--- config.mk ---
export PLATFORM = sky130hd
export DESIGN_NAME = adex_param_streamer
export DESIGN_NICKNAME = d
export VERILOG_FILES = /design/src/rtl/adex_param_streamer.sv
export SDC_FILE = /design/constraint.sdc
export NUM_CORES = 1
export LEC_CHECK = 0
export BUFFER_PORTS_ARGS = -buffer_cell sky130_fd_sc_hd__buf_2
export CORE_AREA = 2 2 96 98
export DETAILED_ROUTE_END_ITERATION = 10
export DIE_AREA = 0 0 98 100
export PLACE_DENSITY_LB_ADDON = 0.12
export SETUP_SLACK_MARGIN = 0.2
export SYNTH_ARGS = -nofsm -noshare
export SYNTH_HDL_FRONTEND = slang
export SYNTH_SLANG_ARGS = --single-unit
--- constraint.sdc ---
create_clock -name clk_i -period 4.2 [get_ports clk_i]
set_input_delay 0.84 -clock clk_i [delete_from_list [all_inputs] [get_ports clk_i]]
set_output_delay 0.84 -clock clk_i [all_outputs]
set_load 0.01 [all_outputs]
--- src/rtl/adex_param_streamer.sv ---
// Host-side transmitter for the AdEx nibble-serial parameter-load protocol.
// Sends a header, 16 parameter nibbles (MSB first) and a 0xF footer, then holds load_mode.
module adex_param_streamer #(
  parameter int unsigned HALF_PERIOD = 4,
  parameter int unsigned HOLD_CYCLES = 8
) (
  input  logic        clk_i,
  input  logic        reset_i,
  input  logic        start_i,
  input  logic [63:0] params_i,
  input  logic        abort_i,
  output logic        load_mode_o,
  output logic        load_enable_o,
  output logic [3:0]  nibble_out_o,
  output logic        busy_o,
  output logic        done_o,
  output logic        aborted_o
);

  localparam logic [15:0] HalfLast = 16'(HALF_PERIOD - 1);
  localparam logic [15:0] HoldLast = 16'(HOLD_CYCLES - 1);
  localparam logic [4:0]  SymLast  = 5'd17;

  typedef enum logic [1:0] {StIdle, StSend, StHold, StFinish} state_e;

  state_e      state_q, state_d;
  logic [15:0] cnt_q, cnt_d;
  logic [4:0]  sym_q, sym_d;
  logic        phase_q, phase_d;  // 0 = LOW phase, 1 = HIGH phase
  logic [63:0] shadow_q, shadow_d;

  logic        load_mode_q, load_mode_d;
  logic        load_enable_q, load_enable_d;
  logic [3:0]  nibble_q, nibble_d;
  logic        busy_q, busy_d;
  logic        done_q, done_d;
  logic        aborted_q, aborted_d;
  logic [3:0]  nib_idx;

  always_ff @(posedge clk_i) begin
    if (reset_i) begin
      state_q  <= StIdle;
      cnt_q    <= '0;
      sym_q    <= '0;
      phase_q  <= 1'b0;
      shadow_q <= '0;
    end else begin
      state_q  <= state_d;
      cnt_q    <= cnt_d;
      sym_q    <= sym_d;
      phase_q  <= phase_d;
      shadow_q <= shadow_d;
    end
  end

  always_comb begin
    state_d  = state_q;
    cnt_d    = cnt_q;
    sym_d    = sym_q;
    phase_d  = phase_q;
    shadow_d = shadow_q;
    case (state_q)
      StIdle: begin
        if (start_i) begin
          state_d  = StSend;
          cnt_d    = '0;
          sym_d    = '0;
          phase_d  = 1'b0;
          shadow_d = params_i;
        end
      end
      StSend: begin
        if (abort_i) begin
          state_d = StIdle;
        end else if (cnt_q == HalfLast) begin
          cnt_d   = '0;
          phase_d = ~phase_q;
          if (phase_q) begin
            if (sym_q == SymLast) state_d = StHold;
            else                  sym_d   = sym_q + 5'd1;
          end
        end else begin
          cnt_d = cnt_q + 16'd1;
        end
      end
      StHold: begin
        if (abort_i)                state_d = StIdle;
        else if (cnt_q == HoldLast) state_d = StFinish;
        else                        cnt_d   = cnt_q + 16'd1;
      end
      StFinish: state_d = StIdle;
      default:  state_d = StIdle;
    endcase
  end

  // Outputs are decoded from the next state so the registered lines line up with the state.
  always_comb begin
    nib_idx       = 4'hF - (sym_d[3:0] - 4'd1);
    load_mode_d   = (state_d == StSend) || (state_d == StHold);
    load_enable_d = (state_d == StSend) && phase_d;
    nibble_d      = 4'h0;
    if (state_d == StSend) begin
      if (sym_d == 5'd0)        nibble_d = 4'h0;
      else if (sym_d == SymLast) nibble_d = 4'hF;
      else                       nibble_d = shadow_d[{nib_idx, 2'b00} +: 4];
    end
    busy_d    = load_mode_d;
    done_d    = (state_d == StFinish);
    aborted_d = abort_i && ((state_q == StSend) || (state_q == StHold));
  end

  always_ff @(posedge clk_i) begin
    if (reset_i) begin
      load_mode_q   <= 1'b0;
      load_enable_q <= 1'b0;
      nibble_q      <= 4'h0;
      busy_q        <= 1'b0;
      done_q        <= 1'b0;
      aborted_q     <= 1'b0;
    end else begin
      load_mode_q   <= load_mode_d;
      load_enable_q <= load_enable_d;
      nibble_q      <= nibble_d;
      busy_q        <= busy_d;
      done_q        <= done_d;
      aborted_q     <= aborted_d;
    end
  end

  assign load_mode_o   = load_mode_q;
  assign load_enable_o = load_enable_q;
  assign nibble_out_o  = nibble_q;
  assign busy_o        = busy_q;
  assign done_o        = done_q;
  assign aborted_o     = aborted_q;

endmodule
==> flow_summary.ini, run 1 <==
[global_route]
grt_busiest_layer = met2
gr-total-overflow = 0
grt_util_met3_pct = 3.760
antenna_found_initial = 0
grt.met1_usage_pct = 29.74
grt_max_degree = 66
grt_pass1_wl_mm = 18.45
met2_usage_pct = 38.04
grt_pass1_vias = 4029
track_usage_pct = 22.86

[floorplan]
die_width_um = 98
io_pins = 77
die_h_um = 100
core_um2 = 8890
dieArea_um2 = 9800
num_rows = 35
initial_core_util_pct = 55.34

[synthesis]
syn-cell-area_um2 = 4920
synth.area.top_cells = dfxtp_1 (39%), mux2i_1 (9.2%), nand2_1 (8.4%), a21oi_1 (6.0%), nor2_1 (5.0%)
synth_compound_area_share_pct = 16.99
syn-mean-instance-area_um2 = 8.282
synth.mux.area_fraction_pct = 11.50
synth_top_family_by_area = simple AND/OR/NAND/NOR gates
synthCells = 594
synthFlopType = dfxtp_1
ys_seq_elements = 96
seq_area_frac_synth_pct = 39.06
yosysTopAreaCellShare_pct = 39.06
synth_fa_ha_area_share_pct = 2.798
synth_xor_area_share_pct = 2.492
synth_area_leader_cell = dfxtp_1
yosys_warnings = 0
syn_nets = 673
synth_simple_gate_area_share_pct = 23.17
ys_async_sr_fraction_pct = 0
synth_edf_count = 0
synthDistinctLibCells = 54

[cells_and_area]
design_area_um2 = 5557
nFillCells = 833
fin_nets = 736
drive_above_1_share_pct = 19.03
diodes = 0
area_growth_syn_to_layout_pct = 12.95

[clock_tree]
ctsResizeCount = 0
numCtsBuffers = 9
cts-root-buf = clkbuf_8
post_cts_buffers = 0
ctsHtreeMaxLevel = 3
hold_buffers = 0
clk_latency_ns = 0.36
clk_path_buf_depth = 2
clk_pin_slew_ns = 0.10
cts.sinks = 96
cts_tree = built

[flow_run]
cap_viol_max_count = 0

[timing]
fmax_mhz = 282.1
fin_skew_ns = 0.009048
rsz0062_at_grt = no
fin_crit_ns = 3.545
slew_headroom_pct = 37.07
tightest_slew_ns = 0.9406
setup_violations = 0
setup_tns_ns = 0
hold_viol = 0
period_share_pct = 84.39
finalMaxSlewViolations = 0
holdWs_ns = 0.4596

[detailed_routing]
drtIter0Drc = 231
wirelength_mm = 11.58
firstDrtPassIters = 5
wire_per_inst_um = 14.98
via_per_inst = 5.688
drc_errors = 0
ant_nets = 0
vias = 4397

[pwr]
p_per_area_nw_per_um2 = 340.2
finalPower_mw = 1.890
vdd_drop_max_v = 0.0001899
p_leak_nw = 2.396

[setup_path]
critPathKind = flip-flop to flip-flop
crit_fanout = 6
start_kind = flip-flop
critPathArrivalTime_ns = 3.77
cp-end-kind = flip-flop
rrSetupSlack_ns = 0.66
required_ns = 4.43

[placed_design]
place_area_um2 = 5376
portBuffers = 76
globalplace.congestion = 0.8204
place_hpwl_mm = 8.282

[hold_path]
hold_path.class = flip-flop to flip-flop

[run_status]
outcome = finished clean
==> cell families (layout without fill, tap and decap cells) <==
group	Yosys count	after routing
flip-flops	96	96
adder cells (fa/ha/maj)	11	11
buffers and inverters	45	113
XOR/XNOR	14	14
multiplexers	55	55
AO/OA/AOI/OAI	128	128
AND/OR/NAND/NOR	245	245
==> path summary, 6_finish.rpt <==
path	from	to	cells after the start
worst min register to register	shadow_q[38]$_SDFF_PP0_	shadow_q[38]$_SDFF_PP0_	2
worst min-delay path	shadow_q[38]$_SDFF_PP0_	shadow_q[38]$_SDFF_PP0_	2
worst max register to register	cnt_q[4]$_SDFFE_PP0P_	nibble_out_o[1]$_SDFF_PP0_	13
worst max-delay path	cnt_q[4]$_SDFFE_PP0P_	nibble_out_o[1]$_SDFF_PP0_	13
==> report_power, final <==
group	switching, mW	internal [mW]
clock network	0.337	0.234
registers	0.0213	0.964
logic	0.200	0.134
==> flip-flops by register name (all words and copies together) (netlist names) <==
name,flops
shadow_q,64
nibble_out_o,4
done_o,1
cnt_q,16
state_q,2
aborted_o,1
phase_q,1
busy_o,1
load_enable_o,1
sym_q,5
==> critical path, stage by stage, from the launching register on <==
cell and delay, ns:
dfxtp_1 0.36, nor4_1 0.44, nand4_1 0.39, mux2i_2 0.29, nor3b_4 0.25, inv_1 0.15, ha_1 0.24, nand3b_1 0.08
or3_1 0.11, o211ai_1 0.10, a221o_1 0.27, mux2_2 0.31, nor4_1 0.33, a211oi_1 0.09
==> cell usage in the layout, fill, tap and decap left out, drive strengths merged, types with 8 or more instances in the layout <==
cell	synthesis	layout
nor2b	12	12
inv	9	11
clkbuf	24	10
ha	11	11
mux2i	46	46
a211oi	14	14
nand3	10	10
o21ai	9	9
dfxtp	96	96
and3b	8	8
nor2	68	68
buf	12	88
a2111oi	8	8
nand2	110	110
a21oi	59	59
o221ai	8	8
mux2	9	9
==> per-layer routing <==
metal / up-vias / share of wire [%]
met5: - / 0
met4: 0 / 2.2
met3: 24 / 4.3
met2: 125 / 47
met1: 2035 / 46
li1: 2213 / -
==> through the flow <==
step	utilization (%)	std cells	setup WS, ns
floorplan	-	594	0.5073
global placement	60.48	757	0.5844
detailed placement	60.48	757	0.5155
CTS	62.51	773	0.6822
global route	62.51	773	0.4512
finish	62.51	773	0.6555
==> cell usage after synthesis (2+ instances only) <==
cell and instances:
or3_1 3, clkbuf_1 24, a21oi_1 59, nor3b_2 2, xnor2_1 7, nor2_1 66
buf_2 4, nand4_1 7, a22oi_1 3, xor2_1 7, o22ai_1 4, or2_2 2
mux2_2 9, ha_1 11, nor4_1 7, a211oi_1 13, nor2b_1 12, buf_6 2
nand2_1 110, o221ai_1 8, o21ai_0 9, and3b_1 8, a31oi_1 7, dfxtp_1 96
and3_1 3, a2111oi_0 8, nor2_2 2, buf_4 2, a21o_1 5, inv_1 9
buf_1 4, a211o_1 4, nand3_1 10, nand3b_1 3, mux2i_1 45
==> area by class of cell <==
class / count / area, um^2 / area share, %
tap: 111 / 138.9 / 2.499
timing repair buffer: 88 / 470.5 / 8.467
sequential: 96 / 1922 / 34.59
clock inverter: 6 / 42.54 / 0.7656
inverter: 9 / 33.78 / 0.6080
multi-input combinational: 453 / 2811 / 50.60
clock buffer: 10 / 137.6 / 2.477
No activity file was read; power rests on OpenSTA's default activity.
==> inputs of run 2 (changes only) <==
--- a/config.mk
+++ b/config.mk
@@ -6,9 +6,9 @@
 export NUM_CORES = 1
 export LEC_CHECK = 0
 export BUFFER_PORTS_ARGS = -buffer_cell sky130_fd_sc_hd__buf_2
-export CORE_AREA = 2 2 96 98
+export CORE_AREA = 2 2 102 104
 export DETAILED_ROUTE_END_ITERATION = 10
-export DIE_AREA = 0 0 98 100
+export DIE_AREA = 0 0 104 106
 export PLACE_DENSITY_LB_ADDON = 0.12
 export SETUP_SLACK_MARGIN = 0.2
 export SYNTH_ARGS = -nofsm -noshare
==> constraint.sdc (replaced) <==
create_clock -name clk_i -period 2.8 [get_ports clk_i]
set_input_delay 0.56 -clock clk_i [delete_from_list [all_inputs] [get_ports clk_i]]
set_output_delay 0.56 -clock clk_i [all_outputs]
set_load 0.01 [all_outputs]
==> run 2 against run 1 <==
  * The run now ends with negative setup slack left
  * Global-route usage fell by 0.23 points
  * Critical path depth up 2
  * Design area increased by 16%
  * Total power is 55% higher
  * Die area increased by 12%
  * First-iteration DRC count rose by 2.2%
  * Critical path type unchanged
==> flow_summary.ini, run 2 (synthesis results as in run 1) <==
[setup_path]
critPathArrivalTime_ns = 3.25
rrSetupSlack_ns = -0.17
crit_path_max_incr_delay_ns = 0.37
r2r_cells = 15
crit_path_end = nibble_out_o[0]$_SDFF_PP0_
crit_fanout = 10
cp-end-kind = flip-flop
worst-path-buf-inv = 3
cp_top_family = simple AND/OR/NAND/NOR gates
cpMaxStageDelayCell = dfxtp_2
r2r_end = nibble_out_o[0]$_SDFF_PP0_
path_cells = ha_4 -> nor4b_4 -> nand4_1 -> buf_4 -> o21ai_1 -> a32oi_1 -> buf_4 -> ha_4 -> buf_8 -> and3b_1 -> a31oi_1 -> nand2_1 -> a21oi_2 -> nor4_2 -> a211oi_1
start_kind = flip-flop
crit_start = cnt_q[1]$_SDFFE_PP0P_
rr_startpoint = cnt_q[1]$_SDFFE_PP0P_
required_ns = 3.08
critPathKind = flip-flop to flip-flop
worst-path-stages = 15

[global_route]
gr-total-overflow = 0
track_usage_pct = 22.63
grt_pass1_wl_mm = 20.56
grt_pass1_vias = 4394
grt_max_degree = 66
antenna_found_initial = 0

[clock_tree]
cts_tree = built
numCtsBuffers = 9
clk_path_buf_depth = 2
clk_latency_ns = 0.36
cts-root-buf = clkbuf_8
ctsHtreeMaxLevel = 3
clk_pin_slew_ns = 0.11
cts.sinks = 96

[detailed_routing]
ant_nets = 0
vias = 4642
drc_errors = 0
wire_per_inst_um = 14.88
firstDrtPassIters = 5
drtIter0Drc = 236
wirelength_mm = 12.80
via_per_inst = 5.398

[cells_and_area]
utilization_pct = 64.50
reg.largest.list = shadow_q x64, cnt_q x16, sym_q x5
instances_no_fill = 860
fin_nets = 798
final_cell_mix = nand2_1 (106), dfxtp_1 (93), buf_2 (76), buf_4 (67), nor2_1 (66)
nFillCells = 881
largest-register = shadow_q
drive_above_1_share_pct = 31.08
final_common_cell = nand2_1
diodes = 0
area_growth_syn_to_layout_pct = 31.10
largest_register_ffs = 64

[placed_design]
portBuffers = 76
globalplace.congestion = 0.8467
dp_cells = 834
place_hpwl_mm = 9.132

[timing]
period_share_pct = 106.0
fin_ws_ns = -0.1692
hold_viol = 0
fin_crit_ns = 2.969
fin_skew_ns = 0.01106
rsz0062_at_grt = yes
slew_headroom_pct = 47.54
fmax_mhz = 336.8
setup_violations = 4
finalMaxSlewViolations = 0
setup_tns_ns = -0.5666
tightest_slew_ns = 0.7869

[floorplan]
io_pins = 77
dieArea_um2 = 11020
core_um2 = 10000
die_width_um = 104
initial_core_util_pct = 49.20
num_rows = 37
die_h_um = 106

[pwr]
power_frac_comb_pct = 19.7
power_frac_seq_pct = 50.4
p_per_area_nw_per_um2 = 454.2
pwr-share-clk_pct = 29.9
switchingPower_mw = 0.9005
p_sw_share_pct = 30.74
p_leak_nw = 2.778
vdd_drop_max_v = 0.0003017
p_int_mw = 2.029

[hold_path]
hold_path.class = input pin to flip-flop

[run_status]
outcome = finished, violations left
violations = negative setup slack

[flow_run]
cap_viol_max_count = 0
## run 2: how the worst min path moves through the flow
stage	endpoint	cells past startpoint	slack (ns)	startpoint
final	shadow_q[35]$_SDFF_PP0_	3	0.44	params_i[35]
after global routing	shadow_q[32]$_SDFF_PP0_	3	0.43	params_i[32]
after CTS	shadow_q[39]$_SDFF_PP0_	3	0.43	params_i[39]
after detailed placement	shadow_q[58]$_SDFF_PP0_	2	0.45	shadow_q[58]$_SDFF_PP0_
after global placement	shadow_q[36]$_SDFF_PP0_	2	0.44	shadow_q[36]$_SDFF_PP0_
after floorplan	shadow_q[36]$_SDFF_PP0_	2	0.44	shadow_q[36]$_SDFF_PP0_
## run 2: metrics by stage
step	hold slack, ns	worst slack (ns)	cell area [um^2]	total power, mW
floorplan	0.4357	-0.1630	5141	1.876
global route	0.4283	-0.3327	6450	3.071
finish	0.4385	-0.1692	6450	2.930
detailed placement	0.4463	-0.2048	6022	2.062
global placement	0.4408	-0.1533	6022	2.047
CTS	0.4309	-0.1334	6349	2.933
## run 2: area by class of cell
class / count / area (um^2) / area share [%]
clock buffers: 9 / 123.9 / 1.920
clock inverters: 7 / 65.06 / 1.009
inverters: 9 / 38.79 / 0.6014
multi-input cells: 453 / 3117 / 48.32
flip-flops and latches: 96 / 1926 / 29.85
well taps: 136 / 170.2 / 2.638
repair buffers: 150 / 1010 / 15.65
## run 2: worst min-delay path: cells and delay by family
family	cells	cell delay, ns
AO/OA/AOI/OAI	1	0.05
buffers and inverters	1	0.11
AND/OR/NAND/NOR	1	0.05
## run 2: power by group through the flow
stage / sequential, mW / combinational [mW] / clock [mW]
2_1_floorplan: 1.50 / 0.372 / 0
3_3_place_gp: 1.51 / 0.541 / 0
3_5_place_dp: 1.51 / 0.553 / 0
4_1_cts: 1.48 / 0.566 / 0.890
5_1_grt: 1.49 / 0.643 / 0.941
6_report: 1.48 / 0.577 / 0.875
## run 2: metal layers
| layer | share of wire (%) | global-route usage [%] | up-vias |
|---|---|---|---|
| li1 | - | - | 2346 |
| met1 | 43 | 28.37 | 2166 |
| met2 | 50 | 39.38 | 109 |
| met3 | 5.0 | 4.108 | 21 |
| met4 | 1.8 | 7.529 | 0 |
| met5 | 0 | 0 | - |
## run 2: timing repair
| action | 4_1_cts | 5_1_grt |
|---|---|---|
| resized for setup | 9 | 16 |
| hold buffers | 0 | 0 |
| endpoints found under the setup margin | 5 | 6 |
| setup buffers | 9 | 1 |
| endpoints found under the hold margin | 0 | 0 |
| pin swaps | 5 | 3 |
